<file path="src/rtl/display_pkg.sv">
// ============================================================================
// Module   : display_pkg
// Brief    : Shared framebuffer geometry, fill FSM states and chunk sizes.
// Revision : 1.0 - initial release
// ============================================================================
`default_nettype none

package display_pkg;

    localparam int unsigned c_FB_WIDTH  = 320;
    localparam int unsigned c_FB_HEIGHT = 240;
    localparam logic [31:0] c_BASE_ADDR = 32'h0000_0000;

    typedef enum logic [1:0] {
        IDLE  = 2'd0,
        SETUP = 2'd1,
        FILL  = 2'd2,
        DONE  = 2'd3
    } fill_state_t;

    typedef enum logic [1:0] {
        SZ_BYTE = 2'd0,
        SZ_HALF = 2'd1,
        SZ_WORD = 2'd2
    } chunk_size_t;

endpackage

`default_nettype wire

</file>
<file path="src/rtl/rect_chunk_sel.sv">
// ============================================================================
// Module   : rect_chunk_sel
// Brief    : Picks the largest aligned write (word/half/byte) that fits in
//            the remaining span of a row.
// Revision : 1.0 - initial release
// ============================================================================
`default_nettype none

module rect_chunk_sel
    import display_pkg::*;
(
    input  logic [1:0]  i_x,
    input  logic [11:0] i_rem,
    output chunk_size_t o_size,
    output logic [2:0]  o_incr
);

    always_comb begin
        o_size = SZ_BYTE;
        o_incr = 3'd1;
        if (i_x == 2'b00 && i_rem >= 12'd4) begin
            o_size = SZ_WORD;
            o_incr = 3'd4;
        end else if (!i_x[0] && i_rem >= 12'd2) begin
            o_size = SZ_HALF;
            o_incr = 3'd2;
        end
    end

endmodule

`default_nettype wire

</file>
<file path="src/rtl/rect_fill_blitter.sv">
// ============================================================================
// Module   : rect_fill_blitter
// Brief    : Clips one rectangle-fill command to the framebuffer and streams
//            aligned byte/half/word writes into displayMemory's write port.
// Revision : 1.0 - initial release
// ============================================================================
`default_nettype none

module rect_fill_blitter
    import display_pkg::*;
#(
    parameter int unsigned FB_WIDTH  = c_FB_WIDTH,
    parameter int unsigned FB_HEIGHT = c_FB_HEIGHT,
    parameter logic [31:0] BASE_ADDR = c_BASE_ADDR
)(
    input  logic        clk,
    input  logic        rst,
    input  logic        cmd_valid,
    output logic        cmd_ready,
    input  logic [9:0]  cmd_x,
    input  logic [9:0]  cmd_y,
    input  logic [10:0] cmd_w,
    input  logic [10:0] cmd_h,
    input  logic [7:0]  cmd_color,
    output logic        busy,
    output logic        done,
    output logic        wr_en_display,
    output logic        byteWrite,
    output logic        half_wordWrite,
    output logic        full_wordWrite,
    output logic [31:0] writeAddress,
    output logic [31:0] writeData
);

    localparam logic [11:0] c_W12     = 12'(FB_WIDTH);
    localparam logic [11:0] c_H12     = 12'(FB_HEIGHT);
    localparam logic [31:0] c_PITCH32 = 32'(FB_WIDTH);

    fill_state_t r_state;

    logic [9:0]  r_cx;
    logic [9:0]  r_cy;
    logic [10:0] r_cw;
    logic [10:0] r_ch;
    logic [7:0]  r_color;

    logic [11:0] r_x;
    logic [11:0] r_x_end;
    logic [11:0] r_y;
    logic [11:0] r_y_end;
    logic [31:0] r_row_addr;
    logic [31:0] r_addr;

    logic [11:0] w_x_sum;
    logic [11:0] w_y_sum;
    logic [11:0] w_x_end;
    logic [11:0] w_y_end;
    logic        w_empty;
    logic [31:0] w_row_addr;
    logic [11:0] w_rem;
    chunk_size_t w_size;
    logic [2:0]  w_incr;
    logic [11:0] w_x_next;
    logic        w_row_last;
    logic        w_more_rows;

    // 12-bit sums cannot overflow: 1023 + 2047 < 4096
    assign w_x_sum     = {2'b00, r_cx} + {1'b0, r_cw};
    assign w_y_sum     = {2'b00, r_cy} + {1'b0, r_ch};
    assign w_x_end     = (w_x_sum > c_W12) ? c_W12 : w_x_sum;
    assign w_y_end     = (w_y_sum > c_H12) ? c_H12 : w_y_sum;
    assign w_empty     = ({2'b00, r_cx} >= c_W12) || ({2'b00, r_cy} >= c_H12) ||
                         (r_cw == 11'd0) || (r_ch == 11'd0);
    assign w_row_addr  = BASE_ADDR + 32'(r_cy) * c_PITCH32 + 32'(r_cx);

    assign w_rem       = r_x_end - r_x;
    assign w_x_next    = r_x + {9'd0, w_incr};
    assign w_row_last  = (w_x_next >= r_x_end);
    assign w_more_rows = ((r_y + 12'd1) < r_y_end);

    rect_chunk_sel u_chunk_sel (
        .i_x    (r_x[1:0]),
        .i_rem  (w_rem),
        .o_size (w_size),
        .o_incr (w_incr)
    );

    always_ff @(posedge clk) begin
        if (rst) begin
            r_state        <= IDLE;
            cmd_ready      <= 1'b0;
            busy           <= 1'b0;
            done           <= 1'b0;
            wr_en_display  <= 1'b0;
            byteWrite      <= 1'b0;
            half_wordWrite <= 1'b0;
            full_wordWrite <= 1'b0;
            writeAddress   <= 32'd0;
            writeData      <= 32'd0;
            r_cx           <= 10'd0;
            r_cy           <= 10'd0;
            r_cw           <= 11'd0;
            r_ch           <= 11'd0;
            r_color        <= 8'd0;
            r_x            <= 12'd0;
            r_x_end        <= 12'd0;
            r_y            <= 12'd0;
            r_y_end        <= 12'd0;
            r_row_addr     <= 32'd0;
            r_addr         <= 32'd0;
        end else begin
            done           <= 1'b0;
            wr_en_display  <= 1'b0;
            byteWrite      <= 1'b0;
            half_wordWrite <= 1'b0;
            full_wordWrite <= 1'b0;
            case (r_state)
                IDLE: begin
                    cmd_ready <= 1'b1;
                    busy      <= 1'b0;
                    if (cmd_valid && cmd_ready) begin
                        r_cx      <= cmd_x;
                        r_cy      <= cmd_y;
                        r_cw      <= cmd_w;
                        r_ch      <= cmd_h;
                        r_color   <= cmd_color;
                        cmd_ready <= 1'b0;
                        busy      <= 1'b1;
                        r_state   <= SETUP;
                    end
                end
                SETUP: begin
                    if (w_empty) begin
                        r_state <= DONE;
                    end else begin
                        r_x        <= {2'b00, r_cx};
                        r_x_end    <= w_x_end;
                        r_y        <= {2'b00, r_cy};
                        r_y_end    <= w_y_end;
                        r_row_addr <= w_row_addr;
                        r_addr     <= w_row_addr;
                        r_state    <= FILL;
                    end
                end
                FILL: begin
                    wr_en_display  <= 1'b1;
                    byteWrite      <= (w_size == SZ_BYTE);
                    half_wordWrite <= (w_size == SZ_HALF);
                    full_wordWrite <= (w_size == SZ_WORD);
                    writeAddress   <= r_addr;
                    writeData      <= {4{r_color}};
                    if (!w_row_last) begin
                        r_x    <= w_x_next;
                        r_addr <= r_addr + 32'(w_incr);
                    end else if (w_more_rows) begin
                        // Wrap straight into the next row so rows stream back to back
                        r_x        <= {2'b00, r_cx};
                        r_y        <= r_y + 12'd1;
                        r_row_addr <= r_row_addr + c_PITCH32;
                        r_addr     <= r_row_addr + c_PITCH32;
                    end else begin
                        r_state <= DONE;
                    end
                end
                DONE: begin
                    done    <= 1'b1;
                    busy    <= 1'b0;
                    r_state <= IDLE;
                end
                default: r_state <= IDLE;
            endcase
        end
    end

endmodule

`default_nettype wire

</file>
<file path="config.mk">
export PLATFORM = sky130hd
export DESIGN_NAME = rect_fill_blitter
export DESIGN_NICKNAME = d
export VERILOG_FILES = /design/src/rtl/display_pkg.sv /design/src/rtl/rect_chunk_sel.sv /design/src/rtl/rect_fill_blitter.sv
export SDC_FILE = /design/constraint.sdc
export NUM_CORES = 1
export LEC_CHECK = 0
export ABC_AREA = 1
export ABC_CLOCK_PERIOD_IN_PS = 13160
export CORE_MARGIN = 2
export CORE_UTILIZATION = 55
export CTS_BUF_LIST = sky130_fd_sc_hd__clkbuf_8
export CTS_CLUSTER_DIAMETER = 40
export DETAILED_ROUTE_END_ITERATION = 7
export HOLD_SLACK_MARGIN = 0.06
export PLACE_DENSITY_LB_ADDON = 0.12
export SETUP_SLACK_MARGIN = 0.1
export SYNTH_ARGS = -nofsm -noshare
export SYNTH_HDL_FRONTEND = slang
export SYNTH_SLANG_ARGS = --single-unit
</file>
<file path="constraint.sdc">
create_clock -name clk -period 13.16 [get_ports clk]
set_clock_uncertainty 0.15 [all_clocks]
set_input_delay 2.632 -clock clk [delete_from_list [all_inputs] [get_ports clk]]
set_output_delay 2.632 -clock clk [all_outputs]
set_load 0.01 [all_outputs]
</file>
# [Word level (Yosys, flattened, before mapping)]
# Index checks and enable logic that the tools add are counted.
[op_classes] eq_ne=11 bitwise_logic=2 n_addsub=8 n_mux=30 reduce_logical=20 mul=1 magnitude_cmp=8
[op_table] op="$mux 32" count=4
[op_table] op="$pmux 32 s2" count=2
[op_table] op="$mux 12" count=8
[op_table] op="$pmux 12 s2" count=2
[op_table] op="$add 32x3->32" count=1
[op_table] op="$add 32x9->32 const B" count=1
[op_table] op="$add 10x11->12" count=2
[op_table] op="$logic_not 11->1" count=2
[op_table] op="$add 19x10->20" count=1
[op_table] op="$mul 10x3->13 const B" count=1
[op_table] op="$add 12x1->12 const B" count=1
[op_table] op="$add 12x3->12" count=1
[op_table] op="$ge 12x12->1" count=1
[op_table] op="$ge 12x2->1 const B" count=1
[op_table] op="$ge 12x3->1 const B" count=1
[op_table] op="$gt 12x8->1 const B" count=1
[op_table] op="$gt 12x9->1 const B" count=1
[op_table] op="$lt 12x12->1" count=1
[op_table] op="$sub 12x12->12" count=1
[op_table] op="$ge 10x8->1 const B" count=1
[op_table] op="$ge 10x9->1 const B" count=1
[op_table] op="$mux 2" count=5
[op_table] op="$ne 2x2->1 const B" count=5
[op_table] op="$pmux 2 s4" count=1
[op_table] op="16 further kinds" count=34
[word_totals] reg_bits=235

# [Depth between registers and ports, before layout]
[depth] ltp_word=9 mapped_depth=38 ltp_nobuf=37

# [By module]
# Synthesis repeated with hierarchy kept, for this count alone.
[unflattened] hier_cells=2162 hier_area_um2=13813.2
[modules_own_cells] mod="rect_fill_blitter" seq_area_each_um2=4224.1 cells_each=2142 n_inst=1 area_each_um2=13716.9
[modules_own_cells] mod="rect_chunk_sel" seq_area_each_um2=0.0 cells_each=20 n_inst=1 area_each_um2=96.3

# [Least setup slack after synthesis]
# Ideal clock, no wire load.
[synth_path] path_type="register -> register" start="register r_x[0]" end="register r_addr[25]" n_path_buf=1 arrival_time_ns=4.433 setup_slack_ns=8.460 required_time_ns=12.893 setup_ns=0.117 path_stages_with_launch=33 cell_sequence="dfxtp_1 ha_1 fa_1 inv_1 nand2_1 nand2_1 nand2_1 xor2_1 nand3_1 nor2_1 nand3_1 nor2_1 nor2_1 nand2_1 inv_1 ha_1 a21oi_1 o21ai_1 nand2_1 nor2_1 xor2_1 ha_1 a21oi_1 o21a_1 and2_4 nand3_2 nand2_2 inv_1 buf_2 nand2_1 o21ai_0 nor2_1 nor2_1"
[synth_between] elab_chain_cells=9 elab_cells_between_ends=16
[synth_lines] element="start: declaration" line_no="rect_fill_blitter.sv:47" text="logic [11:0] r_x;"
[synth_lines] element="start signal: assignment" line_no="rect_fill_blitter.sv:136" text="r_x <= {2'b00, r_cx};"
[synth_lines] element="start signal: assignment" line_no="rect_fill_blitter.sv:153" text="r_x <= w_x_next;"
[synth_lines] element="start signal: assignment" line_no="rect_fill_blitter.sv:157" text="r_x <= {2'b00, r_cx};"
[synth_lines] element="$sub 12x12->12" line_no="rect_fill_blitter.sv:76" text="assign w_rem = r_x_end - r_x;"
[synth_lines] element="$ge 12x2->1" line_no="rect_chunk_sel.sv:24" text="end else if (!i_x[0] && i_rem >= 12'd2) begin"
[synth_lines] element="$logic_and 1x1->1" line_no="rect_chunk_sel.sv:24"
[synth_lines] element="$mux 2" line_no="rect_chunk_sel.sv:24"
[synth_lines] element="$mux 3" line_no="rect_chunk_sel.sv:21" text="if (i_x == 2'b00 && i_rem >= 12'd4) begin"
[synth_lines] element="$add 12x3->12" line_no="rect_fill_blitter.sv:77" text="assign w_x_next = r_x + {9'd0, w_incr};"
[synth_lines] element="$ge 12x12->1" line_no="rect_fill_blitter.sv:78" text="assign w_row_last = (w_x_next >= r_x_end);"
[synth_lines] element="$ne 3x3->1 (no line) / $mux 32 (equally long branches)"
[synth_lines] element="$reduce_and 3->1 (no line) / $pmux 32 s2 (equally long branches)"
[synth_lines] element="end signal: assignment" line_no="rect_fill_blitter.sv:141" text="r_addr <= w_row_addr;"
[synth_lines] element="end signal: assignment" line_no="rect_fill_blitter.sv:154" text="r_addr <= r_addr + 32'(w_incr);"
[synth_lines] element="end signal: assignment" line_no="rect_fill_blitter.sv:160" text="r_addr <= r_row_addr + c_PITCH32;"
[synth_lines] element="end: declaration" line_no="rect_fill_blitter.sv:52" text="logic [31:0] r_addr;"
# Parallel ways exist; a longest one is shown, timed or not.
# A chain may end at the register's enable or synchronous reset.

# [Final worst setup path]
[layout_path] start="register r_x[0]" end="register r_x[4]"
[layout_between] elab_chain_cells=9 elab_cells_between_ends=15
[layout_lines] element="$sub 12x12->12" line_no="rect_fill_blitter.sv:76"
[layout_lines] element="$ge 12x2->1" line_no="rect_chunk_sel.sv:24"
[layout_lines] element="$logic_and 1x1->1" line_no="rect_chunk_sel.sv:24"
[layout_lines] element="$mux 2" line_no="rect_chunk_sel.sv:24"
[layout_lines] element="$mux 3" line_no="rect_chunk_sel.sv:21"
[layout_lines] element="$add 12x3->12 *" line_no="rect_fill_blitter.sv:77"
[layout_lines] element="$ge 12x12->1" line_no="rect_fill_blitter.sv:78"
[layout_lines] element="$ne 3x3->1 (no line) / $mux 12 (equally long branches)"
[layout_lines] element="$reduce_and 3->1 (no line) / $pmux 12 s2 (equally long branches)"
# Mark *: on every way between the ends. The rest lies on a longest branch, timed or not.

==> run metrics <==
met3 Resource Use GR=0.0377; Avg WL per Cell=15.5 um; RSZ-0062 raised after global routing=false; Synth top cells by count=424 x nand2_1, 272 x nor2_1, 243 x inv_1; Tmin final=6.66 ns; Die Y=161 um; Flop pwr share=0.304; Startpoint Class=flip-flop; post-synth top area share=0.313; largest net degree at the start of global routing=83; GRT Util Overall=0.293; CTS Sinks=211; power share of the clock group=0.197; Iteration-0 DRC Markers=1086; Seq cells post-synth=211; final hold vios=0; CP max-delay cell=inv_1; Net Sw Frac=0.463; chip width=161 um; final non-filler cell total=2468; Routed WL=38200 um; DRC=0; hold crit path type=flip-flop to flip-flop; layout cells sized above 1=0.0560; CTS tree=yes; die area=25800 um2; maximum VDD drop=111 uV; DP HPWL=28000 um; Area Overhead vs Synth=14.6%; CP Data Arrival Time=6.91 ns; top-count cell post-synth=nand2_1; GP Congestion=0.946; PortBufs=123; post-synth net total=2184; post-cts resize count=0; max cap viols=0; post-synth cell types=50; Final nets=2259; I/O pins=124; Routed Antenna Nets=0; antenna violations before repair=0; CP startpoint=r_x[0]; fillcell total=2274; CP dominant cell by count=nand2_1; Post-synth top flop=dfxtp_1; maximum clock rate=150 MHz; crit-path max cell delay=1.02 ns; met2 Use GR=0.460; Setup Crit Path Kind=flip-flop to flip-flop; Warnings, synthesis=0; Detailed Routing Iterations Pass 1=6; synthesized area=13500 um2; n_diodes=0; CORE AREA=24200 um2; Pwr Density=206 nW/um2; htree depth=2; Cells after Synth=2040; Avg Synthesized Cell Area=6.62 um2; total power=3.19 mW; grt met1 use=0.425; sequential cell area fraction in the yosys report=0.313; Initial Util=0.558; outcome=complete, no violations; CP required=13.41 ns; Lkg Pwr=6.93 nW; vias in the first global route=12300; CTS Root Cell=clkbuf_8; placed cell areas=14700 um2; largest fanout on the critical path=30; Skew-Pair Late Insertion Delay=0.55 ns; # rows=57; via count=13300; CTS clk-pin slew, worst paths=0.07 ns; switching pwr=1.48 mW; hold path start=r_y_end[11]; first-pass GRT wire length=62200 um; Clock Tree Buf Depth=3; logic gate share of total power=0.499; CTS buffer count=39; Post-CTS Setup Inserts=0; setup_tns=0 ns; placed instance count=2398; Vias/cell=5.40; overflow left after global routing=0; Slew Limit Fails=0; Worst Setup End Kind=flip-flop; final instance area=15500 um2; largest cells by area after synthesis=dfxtp_1 31%, nand2_1 12%, ha_1 7.9%; final worst slack=6.50 ns; Period Utilization, post-route=0.506; Most Crowded Layer GR=met2; Internal Pwr Total=1.71 mW; Worst slew margin=0.366; final setup fails=0; Post-CTS Hold Buffers=0; EDFF count, synth=0; Slew @ Worst Pin=0.950 ns; Synth area leader=dfxtp_1; R2R Path Start=r_x[0]; post-synthesis async set-or-reset flop share=0; pre-CTS setup slack=6.57 ns
[power groups by stage]
stage	Combinational, mW	Sequential [mW]	Clock, mW
floorplan	1.16	0.936	0
global placement	1.55	0.972	0
detailed placement	1.57	0.977	0
CTS	1.58	0.965	0.638
global route	1.80	0.988	0.670
finish	1.59	0.970	0.628
[cell usage in the layout (no fill, tap or decap), types with 9 or more instances in the layout]
master / n
a21oi_1: 162
clkdlybuf4s50_1: 122
or2_2: 9
clkbuf_8: 46
dfxtp_1: 211
xor2_1: 45
nor3_1: 30
o21ai_1: 17
ha_1: 84
nand3_1: 101
nand4_1: 32
nand3b_1: 10
nor2_1: 272
o211ai_1: 9
inv_1: 249
nor2_2: 10
nand2_1: 424
clkinv_2: 11
xnor2_1: 25
o21ai_0: 196
[worst paths after layout]
kind / slack [ns] / cells past startpoint / to
setup / recovery: 6.50 / 33 / r_x[4]
hold / removal: 0.30 / 2 / r_y_end[11]
setup reg to reg: 6.50 / 33 / r_x[4]
hold reg to reg: 0.30 / 2 / r_y_end[11]
[routing by layer]
layer  wire (um)  up-vias
li1            -     6751
met1       18200     6062
met2       16600      447
met3        2640       64
met4         761        0
met5           0        -
[critical path: cells and delay by family, from the launching register on]
family	cells	cell delay, ns
DFF	1	0.38
buffers and inverters	3	1.19
AOI/OAI and AO/OA	6	0.86
and+or+nand+nor	19	2.47
adders and majority gates	4	1.25
xor gates and xnor gates	1	0.22
[through the flow]
| stage | hold WS, ns | utilization |
|---|---|---|
| detailed placement | 0.293 | 0.607 |
| CTS | 0.304 | 0.640 |
| finish | 0.302 | 0.640 |
| global route | 0.332 | 0.640 |
| floorplan | 0.280 | - |
| global placement | 0.290 | 0.607 |
[sequential cells by signal, indices dropped and copies added, names as in the netlist, 11 cells and up]
signal and cells:
r_row_addr 32, r_y 12, r_x_end 12, r_ch 11, r_addr 32, writeAddress 32
r_x 12, r_y_end 12, r_cw 11
[layout make-up]
| type | instances | area [um2] | area share |
|---|---|---|---|
| tap | 324 | 405 | 0.0262 |
| clock inverter | 24 | 150 | 0.00971 |
| multi-input combinational | 1485 | 7840 | 0.507 |
| timing repair buffer | 130 | 1280 | 0.0827 |
| sequential | 211 | 4220 | 0.273 |
| clock buffer | 46 | 633 | 0.0409 |
| inverter | 248 | 937 | 0.0606 |
[kinds of logic after synthesis]
logic type / Yosys count / synth area share
and+or+nand+nor: 918 / 0.290
xor gates and xnor gates: 71 / 0.0466
buffers and inverters: 344 / 0.107
adders and majority gates: 91 / 0.0877
AOI/OAI and AO/OA: 405 / 0.156
DFF: 211 / 0.313
No activity file was read; power rests on OpenSTA's default activity.
